$ cat src/rtl/lc4_mem_stage_sb.sv
// LC4 memory stage with a store buffer, store-to-load forwarding and a
// handshaked, variable-latency data-memory port.
//
// state   | meaning
// --------+-----------------------------------------------
// IDLE    | accepting ops; drains buffered stores when idle
// LD_REQ  | load miss request presented, waiting for dmem_gnt
// LD_WAIT | load miss granted, waiting for dmem_rvalid
module lc4_mem_stage_sb #(
    parameter int DATA_W   = 16,
    parameter int ADDR_W   = 16,
    parameter int SB_DEPTH = 4
) (
    input  logic              clk,
    input  logic              rst_n,
    input  logic              in_valid,
    output logic              in_ready,
    input  logic              in_is_load,
    input  logic              in_is_store,
    input  logic [ADDR_W-1:0] in_addr,
    input  logic [DATA_W-1:0] in_wdata,
    input  logic [2:0]        in_rd,
    input  logic              in_we,
    output logic              out_valid,
    input  logic              out_ready,
    output logic [DATA_W-1:0] out_data,
    output logic [2:0]        out_rd,
    output logic              out_we,
    output logic              dmem_req,
    output logic              dmem_we,
    output logic [ADDR_W-1:0] dmem_addr,
    output logic [DATA_W-1:0] dmem_wdata,
    input  logic              dmem_gnt,
    input  logic              dmem_rvalid,
    input  logic [DATA_W-1:0] dmem_rdata
);
    localparam int PTR_W = $clog2(SB_DEPTH);
    localparam int CNT_W = PTR_W + 1;

    typedef enum logic [1:0] {IDLE, LD_REQ, LD_WAIT} state_t;
    state_t state, state_nxt;

    logic [ADDR_W-1:0] sb_addr [SB_DEPTH];
    logic [DATA_W-1:0] sb_data [SB_DEPTH];
    logic [PTR_W-1:0]  sb_head, sb_tail;
    logic [CNT_W-1:0]  sb_count;
    logic              sb_full;

    logic [ADDR_W-1:0] ld_addr;
    logic [2:0]        ld_rd;
    logic              ld_we;

    logic              slot_free, accept, acc_load, acc_store, ld_miss;
    logic              drain, push, pop;
    logic              fwd_hit;
    logic [DATA_W-1:0] fwd_data;

    assign slot_free = !out_valid || out_ready;
    assign sb_full   = (sb_count == CNT_W'(SB_DEPTH));
    assign in_ready  = (state == IDLE) && slot_free && !(in_is_store && sb_full);
    assign accept    = in_valid && in_ready;
    assign acc_load  = accept && in_is_load;
    assign acc_store = accept && in_is_store && !in_is_load;
    assign ld_miss   = acc_load && !fwd_hit;
    // A load accepted this cycle steals the port from any pending drain.
    assign drain     = (state == IDLE) && (sb_count != '0) && !acc_load;
    assign push      = acc_store;
    assign pop       = drain && dmem_gnt;

    // Associative lookup, oldest to youngest so the youngest match wins.
    always_comb begin
        fwd_hit  = 1'b0;
        fwd_data = '0;
        for (int i = 0; i < SB_DEPTH; i++) begin
            if ((CNT_W'(i) < sb_count) && (sb_addr[sb_head + PTR_W'(i)] == in_addr)) begin
                fwd_hit  = 1'b1;
                fwd_data = sb_data[sb_head + PTR_W'(i)];
            end
        end
    end

    // FSM state register.
    always_ff @(posedge clk) begin
        if (!rst_n) state <= IDLE;
        else        state <= state_nxt;
    end

    // Next-state and data-memory request decode.
    always_comb begin
        state_nxt  = state;
        dmem_req   = 1'b0;
        dmem_we    = 1'b0;
        dmem_addr  = '0;
        dmem_wdata = '0;
        case (state)
            IDLE: begin
                if (ld_miss) begin
                    state_nxt = LD_REQ;
                end else if (drain) begin
                    dmem_req   = 1'b1;
                    dmem_we    = 1'b1;
                    dmem_addr  = sb_addr[sb_head];
                    dmem_wdata = sb_data[sb_head];
                end
            end
            LD_REQ: begin
                dmem_req  = 1'b1;
                dmem_addr = ld_addr;
                if (dmem_gnt) state_nxt = LD_WAIT;
            end
            LD_WAIT: begin
                if (dmem_rvalid) state_nxt = IDLE;
            end
            default: state_nxt = IDLE;
        endcase
    end

    // Store-buffer pointers and occupancy.
    always_ff @(posedge clk) begin
        if (!rst_n) begin
            sb_head  <= '0;
            sb_tail  <= '0;
            sb_count <= '0;
        end else begin
            if (push) sb_tail <= sb_tail + 1'b1;
            if (pop)  sb_head <= sb_head + 1'b1;
            case ({push, pop})
                2'b10:   sb_count <= sb_count + 1'b1;
                2'b01:   sb_count <= sb_count - 1'b1;
                default: sb_count <= sb_count;
            endcase
        end
    end

    // Store-buffer payload; stale entries are simply ignored after reset.
    always_ff @(posedge clk) begin
        if (push) begin
            sb_addr[sb_tail] <= in_addr;
            sb_data[sb_tail] <= in_wdata;
        end
    end

    // Result register toward writeback and the outstanding-miss context.
    always_ff @(posedge clk) begin
        if (!rst_n) begin
            out_valid <= 1'b0;
            out_data  <= '0;
            out_rd    <= '0;
            out_we    <= 1'b0;
            ld_addr   <= '0;
            ld_rd     <= '0;
            ld_we     <= 1'b0;
        end else begin
            if (out_valid && out_ready) out_valid <= 1'b0;
            if (accept && !ld_miss) begin
                out_valid <= 1'b1;
                out_data  <= acc_load ? fwd_data : DATA_W'(in_addr);
                out_rd    <= in_rd;
                out_we    <= acc_store ? 1'b0 : in_we;
            end
            if (ld_miss) begin
                ld_addr <= in_addr;
                ld_rd   <= in_rd;
                ld_we   <= in_we;
            end
            if ((state == LD_WAIT) && dmem_rvalid) begin
                out_valid <= 1'b1;
                out_data  <= dmem_rdata;
                out_rd    <= ld_rd;
                out_we    <= ld_we;
            end
        end
    end
endmodule
$ cat config.mk
export PLATFORM = sky130hd
export DESIGN_NAME = lc4_mem_stage_sb
export DESIGN_NICKNAME = d
export VERILOG_FILES = /design/src/rtl/lc4_mem_stage_sb.sv
export SDC_FILE = /design/constraint.sdc
export NUM_CORES = 1
export LEC_CHECK = 0
export BUFFER_PORTS_ARGS = -buffer_cell sky130_fd_sc_hd__buf_4
export CORE_ASPECT_RATIO = 0.6
export CORE_MARGIN = 8
export CORE_UTILIZATION = 55
export CTS_BUF_LIST = sky130_fd_sc_hd__clkbuf_8
export DETAILED_ROUTE_END_ITERATION = 8
export PLACE_DENSITY = 0.78
export SLEW_MARGIN = 20
export SYNTH_ARGS = -nofsm -noshare
export SYNTH_HDL_FRONTEND = slang
export SYNTH_SLANG_ARGS = --single-unit
$ cat constraint.sdc
create_clock -name clk -period 3.3 [get_ports clk]
set_input_delay 0.66 -clock clk [delete_from_list [all_inputs] [get_ports clk]]
set_output_delay 0.66 -clock clk [all_outputs]
set_load 0.02 [all_outputs]
Word-level counts from Yosys, hierarchy flattened
Memories as Yosys holds them, arrays and structs flattened. A register that Yosys moved wholly into a read port is not among the register bits.
Index checks and enable logic that the tools add are counted.
Storage, ports and cells
  memories: 2
  RAM bits: 128
  input port bits: 60
  output and inout port bits: 56
  bits in registers: 50
Operators by class
  add/subtract/negate cells: 6
  reduce and logical (&&, ||, !) cells: 31
  multiplexer cells: 40
  equality and inequality tests: 12
  order comparisons: 4
Memory list
  sb_addr: depth 4, bits a word 16, read ports 4, clocked after memory_dff 1, write ports 1, line 43  | logic [ADDR_W-1:0] sb_addr [SB_DEPTH];
  sb_data: depth 4, bits a word 16, read ports 4, clocked after memory_dff 1, write ports 1, line 44  | logic [DATA_W-1:0] sb_data [SB_DEPTH];
Operator list (number)
  $mux W16: 12
  $eq A16 B16 Y1: 4
  $pmux W16 S2: 1
  $logic_and A1 B1 Y1: 18
  $mux W1: 15
  $mux W2: 7
  $logic_not A1 Y1: 6
  $lt A1 B3 Y1 const A: 2
  $lt A2 B3 Y1 const A: 2
  $mux W3: 2
  $ne A2 B2 Y1 const B: 3
  $pmux W2 S3: 1
  $pmux W3 S2: 1
  $reduce_bool A3 Y1: 2
  $add A2 B1 Y2 const B: 2
  $add A2 B2 Y2 const B: 2
  $eq A2 B1 Y1 const B: 2
  $eq A2 B2 Y1 const B: 2
  $reduce_bool A2 Y1: 2
  $add A3 B1 Y3 const B: 1
  $eq A3 B3 Y1 const B: 1
  $reduce_and A3 Y1: 1
  $sub A3 B1 Y3 const B: 1
  $logic_not A2 Y1: 1
  other kinds (2): 2

Longest topological paths before layout
An unclocked memory read counts as a cell.
  word-level depth: 13
  gate-level depth with buffers: 14

Worst setup path after synthesis
No wires, ideal clock.
  path kind: register -> register
  from: register sb_count[0]
  to: memory sb_addr[0][0] (enable)
  buffers on the path: 0
  arrival time: 3.438 ns
  clock period less this slack: 3.830 ns
  slack: -0.530 ns
  cell stages (with the launch flop): 8
  path through: dfxtp_1 -> inv_1 -> ha_1 -> and3_1 -> nor4_1 -> nand2_1 -> nor3b_1 -> and2_1
On the way
  longest elaborated chain between the ends: 9
RTL lines
  start, declared: line 46  | logic [CNT_W-1:0] sb_count;
  start signal, assigned: line 128  | 2'b10: sb_count <= sb_count + 1'b1;
  start signal, assigned: line 129  | 2'b01: sb_count <= sb_count - 1'b1;
  start signal, assigned: line 130  | default: sb_count <= sb_count;
  $eq A3 B3 Y1: line 59  | assign sb_full = (sb_count == CNT_W'(SB_DEPTH));
  $logic_and A1 B1 Y1: line 60  | assign in_ready = (state == IDLE) && slot_free && !(in_is_store && sb_full);
  $logic_not A1 Y1: line 60
  $logic_and A1 B1 Y1: line 60
  net in_ready: line 17  | output logic in_ready,
  $logic_and A1 B1 Y1: line 61  | assign accept = in_valid && in_ready;
  $logic_and A1 B1 Y1 (2 in series): line 63  | assign acc_store = accept && in_is_store && !in_is_load;
  $mux W1: line 137  | if (push) begin
  $mux W1 (implied by the code): line 138  | sb_addr[sb_tail] <= in_addr;
  end, declared: line 43
The timed path passes the listed nets, and every way through them passes these cells.

==> results.py <==
metrics = {
    "synth": {
        "synth_ff_type": "edfxtp_1",
        "ys_seq_area_share_pct": 42.49,
        "yosys_warnings": 0,
        "ys_ff_latch": 180,
        "syn_area_um2": 11500,
        "postSynthCellCount": 856,
        "synth_area_per_cell_um2": 13.43,
        "async_flop_share_pct": 0,
        "synth_edf_count": 128,
        "synth.distinct_cells": 58,
        "syn-num-nets": 925,
    },
    "drt": {
        "wl_per_cell_um": 26.84,
        "drc": 0,
        "viasPerCell": 6.908,
        "ant_nets": 0,
        "wirelength_um": 34230,
        "drt_iter0_markers": 1276,
        "first_pass_iters": 6,
        "via_count": 8808,
    },
    "cells_and_area": {
        "utilization_pct": 65.46,
        "fillers": 1507,
        "multi_input_area_um2": 6260,
        "area_growth_pct": 18.31,
        "num-nets-final": 1052,
        "drive_gt1_share_pct": 41.06,
        "n_antenna_cell": 0,
        "ff_latch_area_um2": 4898,
    },
    "pwr": {
        "sw_frac_of_total_pct": 30.05,
        "vdd_drop_max_v": 0.0002849,
        "p_clk_share_pct": 28.0,
        "p_seq_share_pct": 46.8,
        "powerDensity_nw_per_um2": 399.0,
        "pwr-share-comb_pct": 25.2,
        "intPower_mw": 3.796,
        "p_leak_nw": 4.442,
        "p_sw_mw": 1.631,
    },
    "setup_path": {
        "arrival_ps": 3620,
        "critPathLaunchType": "register",
        "crit_type": "reg -> reg",
        "required_ps": 3700,
        "r2r_cells": 11,
        "critPathMaxFanout": 16,
        "end_kind": "register",
    },
    "sta": {
        "worstMarginPinSlew_ps": 840.7,
        "slew_viol_final": 0,
        "setup_viol": 0,
        "hold_violations": 0,
        "maxSlewHeadroom_pct": 43.89,
        "finalCritPeriodShare_pct": 97.64,
        "clock_skew_ps": 24.71,
        "tns_ps": 0,
        "fmaxAchievable_ghz": 0.3103,
        "period_minus_slack_ps": 3222,
    },
    "grt": {
        "grt_max_degree": 52,
        "grt_usage_pct": 26.19,
        "grt_pass1_wl_um": 51710,
        "antenna_found_initial": 0,
        "grt_pass1_vias": 8382,
        "grt-ovfl-total": 0,
    },
    "clock_network": {
        "cts_tree": "done",
        "worstSkewPairLatency_ps": 490,
        "root_buffer": "clkbuf_8",
        "cts_buffers": 17,
        "clock_sinks": 180,
        "cts.htree.levels": 4,
        "path_clk_slew_ps": 100,
        "cts.path.max_buffers": 2,
        "cts_hold_buf": 0,
    },
    "placement": {
        "globalplace.congestion": 0.9495,
        "dp_hpwl_um": 24070,
        "io_buffers": 115,
    },
    "floorplanning": {
        "die_area_um2": 25940,
        "initial_core_util_pct": 55.33,
        "die_x_um": 202.6,
        "fp.coreArea_um2": 20780,
        "ios": 116,
        "num_rows": 41,
        "die_h_um": 128.0,
    },
    "min_path": {
        "whs_path_depth": 1,
        "worst_hold_path_type": "in -> reg",
    },
    "outcome": {
        "status": "completed",
    },
    "run": {
        "drv_cap": 0,
    },
}
==> registers in the layout (all words and copies together), names as in the netlist, 3 cells and up, named ones only <==
| name | count |
|---|---|
| ld_addr | 16 |
| out_rd | 3 |
| sb_addr | 64 |
| out_data | 16 |
| ld_rd | 3 |
| sb_data | 64 |
| sb_count | 3 |
==> cells in the mapped netlist (2+ instances only) <==
cell | count | area share [%]
mux2_2 | 2 | 0.20
o211ai_1 | 2 | 0.13
a211oi_2 | 19 | 2.1
nor3_1 | 36 | 1.6
nand3_1 | 22 | 0.96
dfxtp_1 | 52 | 9.1
clkbuf_1 | 39 | 1.3
and2_1 | 27 | 1.5
buf_1 | 7 | 0.23
nor4_1 | 2 | 0.11
and3_1 | 6 | 0.33
a21oi_1 | 2 | 0.087
inv_1 | 11 | 0.36
nor3b_1 | 2 | 0.13
edfxtp_1 | 128 | 33
a22o_1 | 16 | 1.2
a211oi_1 | 13 | 0.85
nand2b_1 | 2 | 0.11
o21ai_0 | 39 | 1.7
nor2_1 | 5 | 0.16
xnor2_2 | 7 | 0.99
nand2_1 | 45 | 1.5
ha_1 | 9 | 0.98
nand3b_1 | 2 | 0.13
or3_1 | 2 | 0.11
buf_6 | 11 | 1.1
mux2i_1 | 32 | 2.8
buf_2 | 18 | 0.78
nor3_2 | 7 | 0.61
nand4_1 | 18 | 0.98
nor4bb_1 | 2 | 0.17
a211o_1 | 2 | 0.15
mux4_2 | 120 | 24
xnor2_1 | 57 | 4.3
or2_2 | 2 | 0.11
xor2_1 | 7 | 0.53
o2111ai_1 | 16 | 1.2
nor2b_1 | 41 | 2.2
and4_1 | 2 | 0.15
buf_4 | 6 | 0.39
==> metal layers <==
layer	track usage [%]	up-vias	share of wire (%)
li1	-	3651	-
met1	38.90	4393	42
met2	34.87	700	41
met3	10.60	64	15
met4	6.330	0	1.7
met5	0	-	0
==> cells in the final DEF (no fill, tap or decap), types with 3 or more instances in the layout <==
| master | netlist | final |
|---|---|---|
| buf_6 | 11 | 3 |
| a211oi_2 | 19 | 19 |
| inv_1 | 11 | 9 |
| o21ai_0 | 39 | 39 |
| dfxtp_4 | 0 | 3 |
| buf_12 | 0 | 17 |
| xor2_1 | 7 | 7 |
| nor2b_1 | 41 | 41 |
| xnor2_2 | 7 | 11 |
| mux4_2 | 120 | 120 |
| inv_6 | 0 | 6 |
| nand2_1 | 45 | 45 |
| a22o_1 | 16 | 16 |
| nor3_1 | 36 | 34 |
| and2_2 | 0 | 4 |
| xnor2_1 | 57 | 53 |
| and2_1 | 27 | 22 |
| ha_1 | 9 | 8 |
| nand3_1 | 22 | 22 |
| edfxtp_1 | 128 | 128 |
| dfxtp_1 | 52 | 47 |
| nand4_1 | 18 | 18 |
| clkbuf_8 | 0 | 17 |
| and3_1 | 6 | 5 |
| o2111ai_1 | 16 | 16 |
| nor2_1 | 5 | 5 |
| clkinv_2 | 0 | 3 |
| mux2i_1 | 32 | 32 |
| nor3_2 | 7 | 9 |
| a211oi_1 | 13 | 13 |
| buf_4 | 6 | 169 |
==> kinds of logic (layout without fill, tap and decap cells) <==
| logic type | Yosys count | after routing | share of synthesized area, % |
|---|---|---|---|
| fa+ha+maj | 9 | 9 | 0.9796 |
| flops | 180 | 180 | 42.49 |
| mux | 154 | 154 | 26.49 |
| simple gates | 227 | 227 | 11.21 |
| xor+xnor | 71 | 71 | 5.866 |
| compound gates | 122 | 122 | 8.718 |
| buf+inv | 93 | 233 | 4.245 |
==> power groups by stage <==
stage	registers [mW]	clock network, mW	logic, mW
finish	2.54	1.52	1.37
global route	2.54	1.63	1.44
CTS	2.54	1.54	1.31
detailed placement	2.59	0	1.27
global placement	2.59	0	1.25
floorplan	2.61	0	0.791
==> what timing repair did <==
action | CTS | global route
gates cloned | 1 | 2
resized for setup | 11 | 22
setup endpoints to repair | 34 | 64
pin swaps | 3 | 8
endpoints found under the hold margin | 0 | 0
buffers inserted | 5 | 10
==> stage by stage <==
step	hold slack (ps)	power, mW	area (um2)	worst slack, ps	std cells
2_1_floorplan	476.9	3.396	11510	39.34	856
3_3_place_gp	493.7	3.838	12920	77.89	1226
3_5_place_dp	505.9	3.857	12920	41.70	1226
4_1_cts	336.7	5.379	13390	31.77	1264
5_1_grt	333.5	5.619	13600	-22.62	1275
6_report	360.0	5.426	13600	77.77	1275
==> area by class of cell <==
type                    instances  share of cell area, %
clock inverters                15                  1.104
repair buffers                190                  12.26
multi-input cells             583                  46.03
inverters                      11                 0.3036
flip-flops and latches        180                  36.02
well taps                     279                  2.567
clock buffers                  17                  1.720
==> worst paths after layout <==
| kind | startpoint | end | slack (ps) |
|---|---|---|---|
| min reg2reg | ld_rd[2]$_SDFFE_PN0P_ | ld_rd[2]$_SDFFE_PN0P_ | 530 |
| max reg2reg | register | out_data[0]$_SDFFE_PN0P_ | 80 |
| max | register | out_data[0]$_SDFFE_PN0P_ | 80 |
| min | in_wdata[14] | sb_data[0][14]$_DFFE_PP_ | 360 |
==> worst max-delay path, stage by stage, from the launching register on <==
cell	delay, ps
dfxtp_2	370
buf_4	200
mux4_2	570
xnor2_1	360
nand4_1	220
nor4_4	250
buf_4	290
o2111ai_1	180
a211oi_2	250
nor3_2	80
buf_4	160
a211oi_2	200
(Power assumes the default switching activity.)
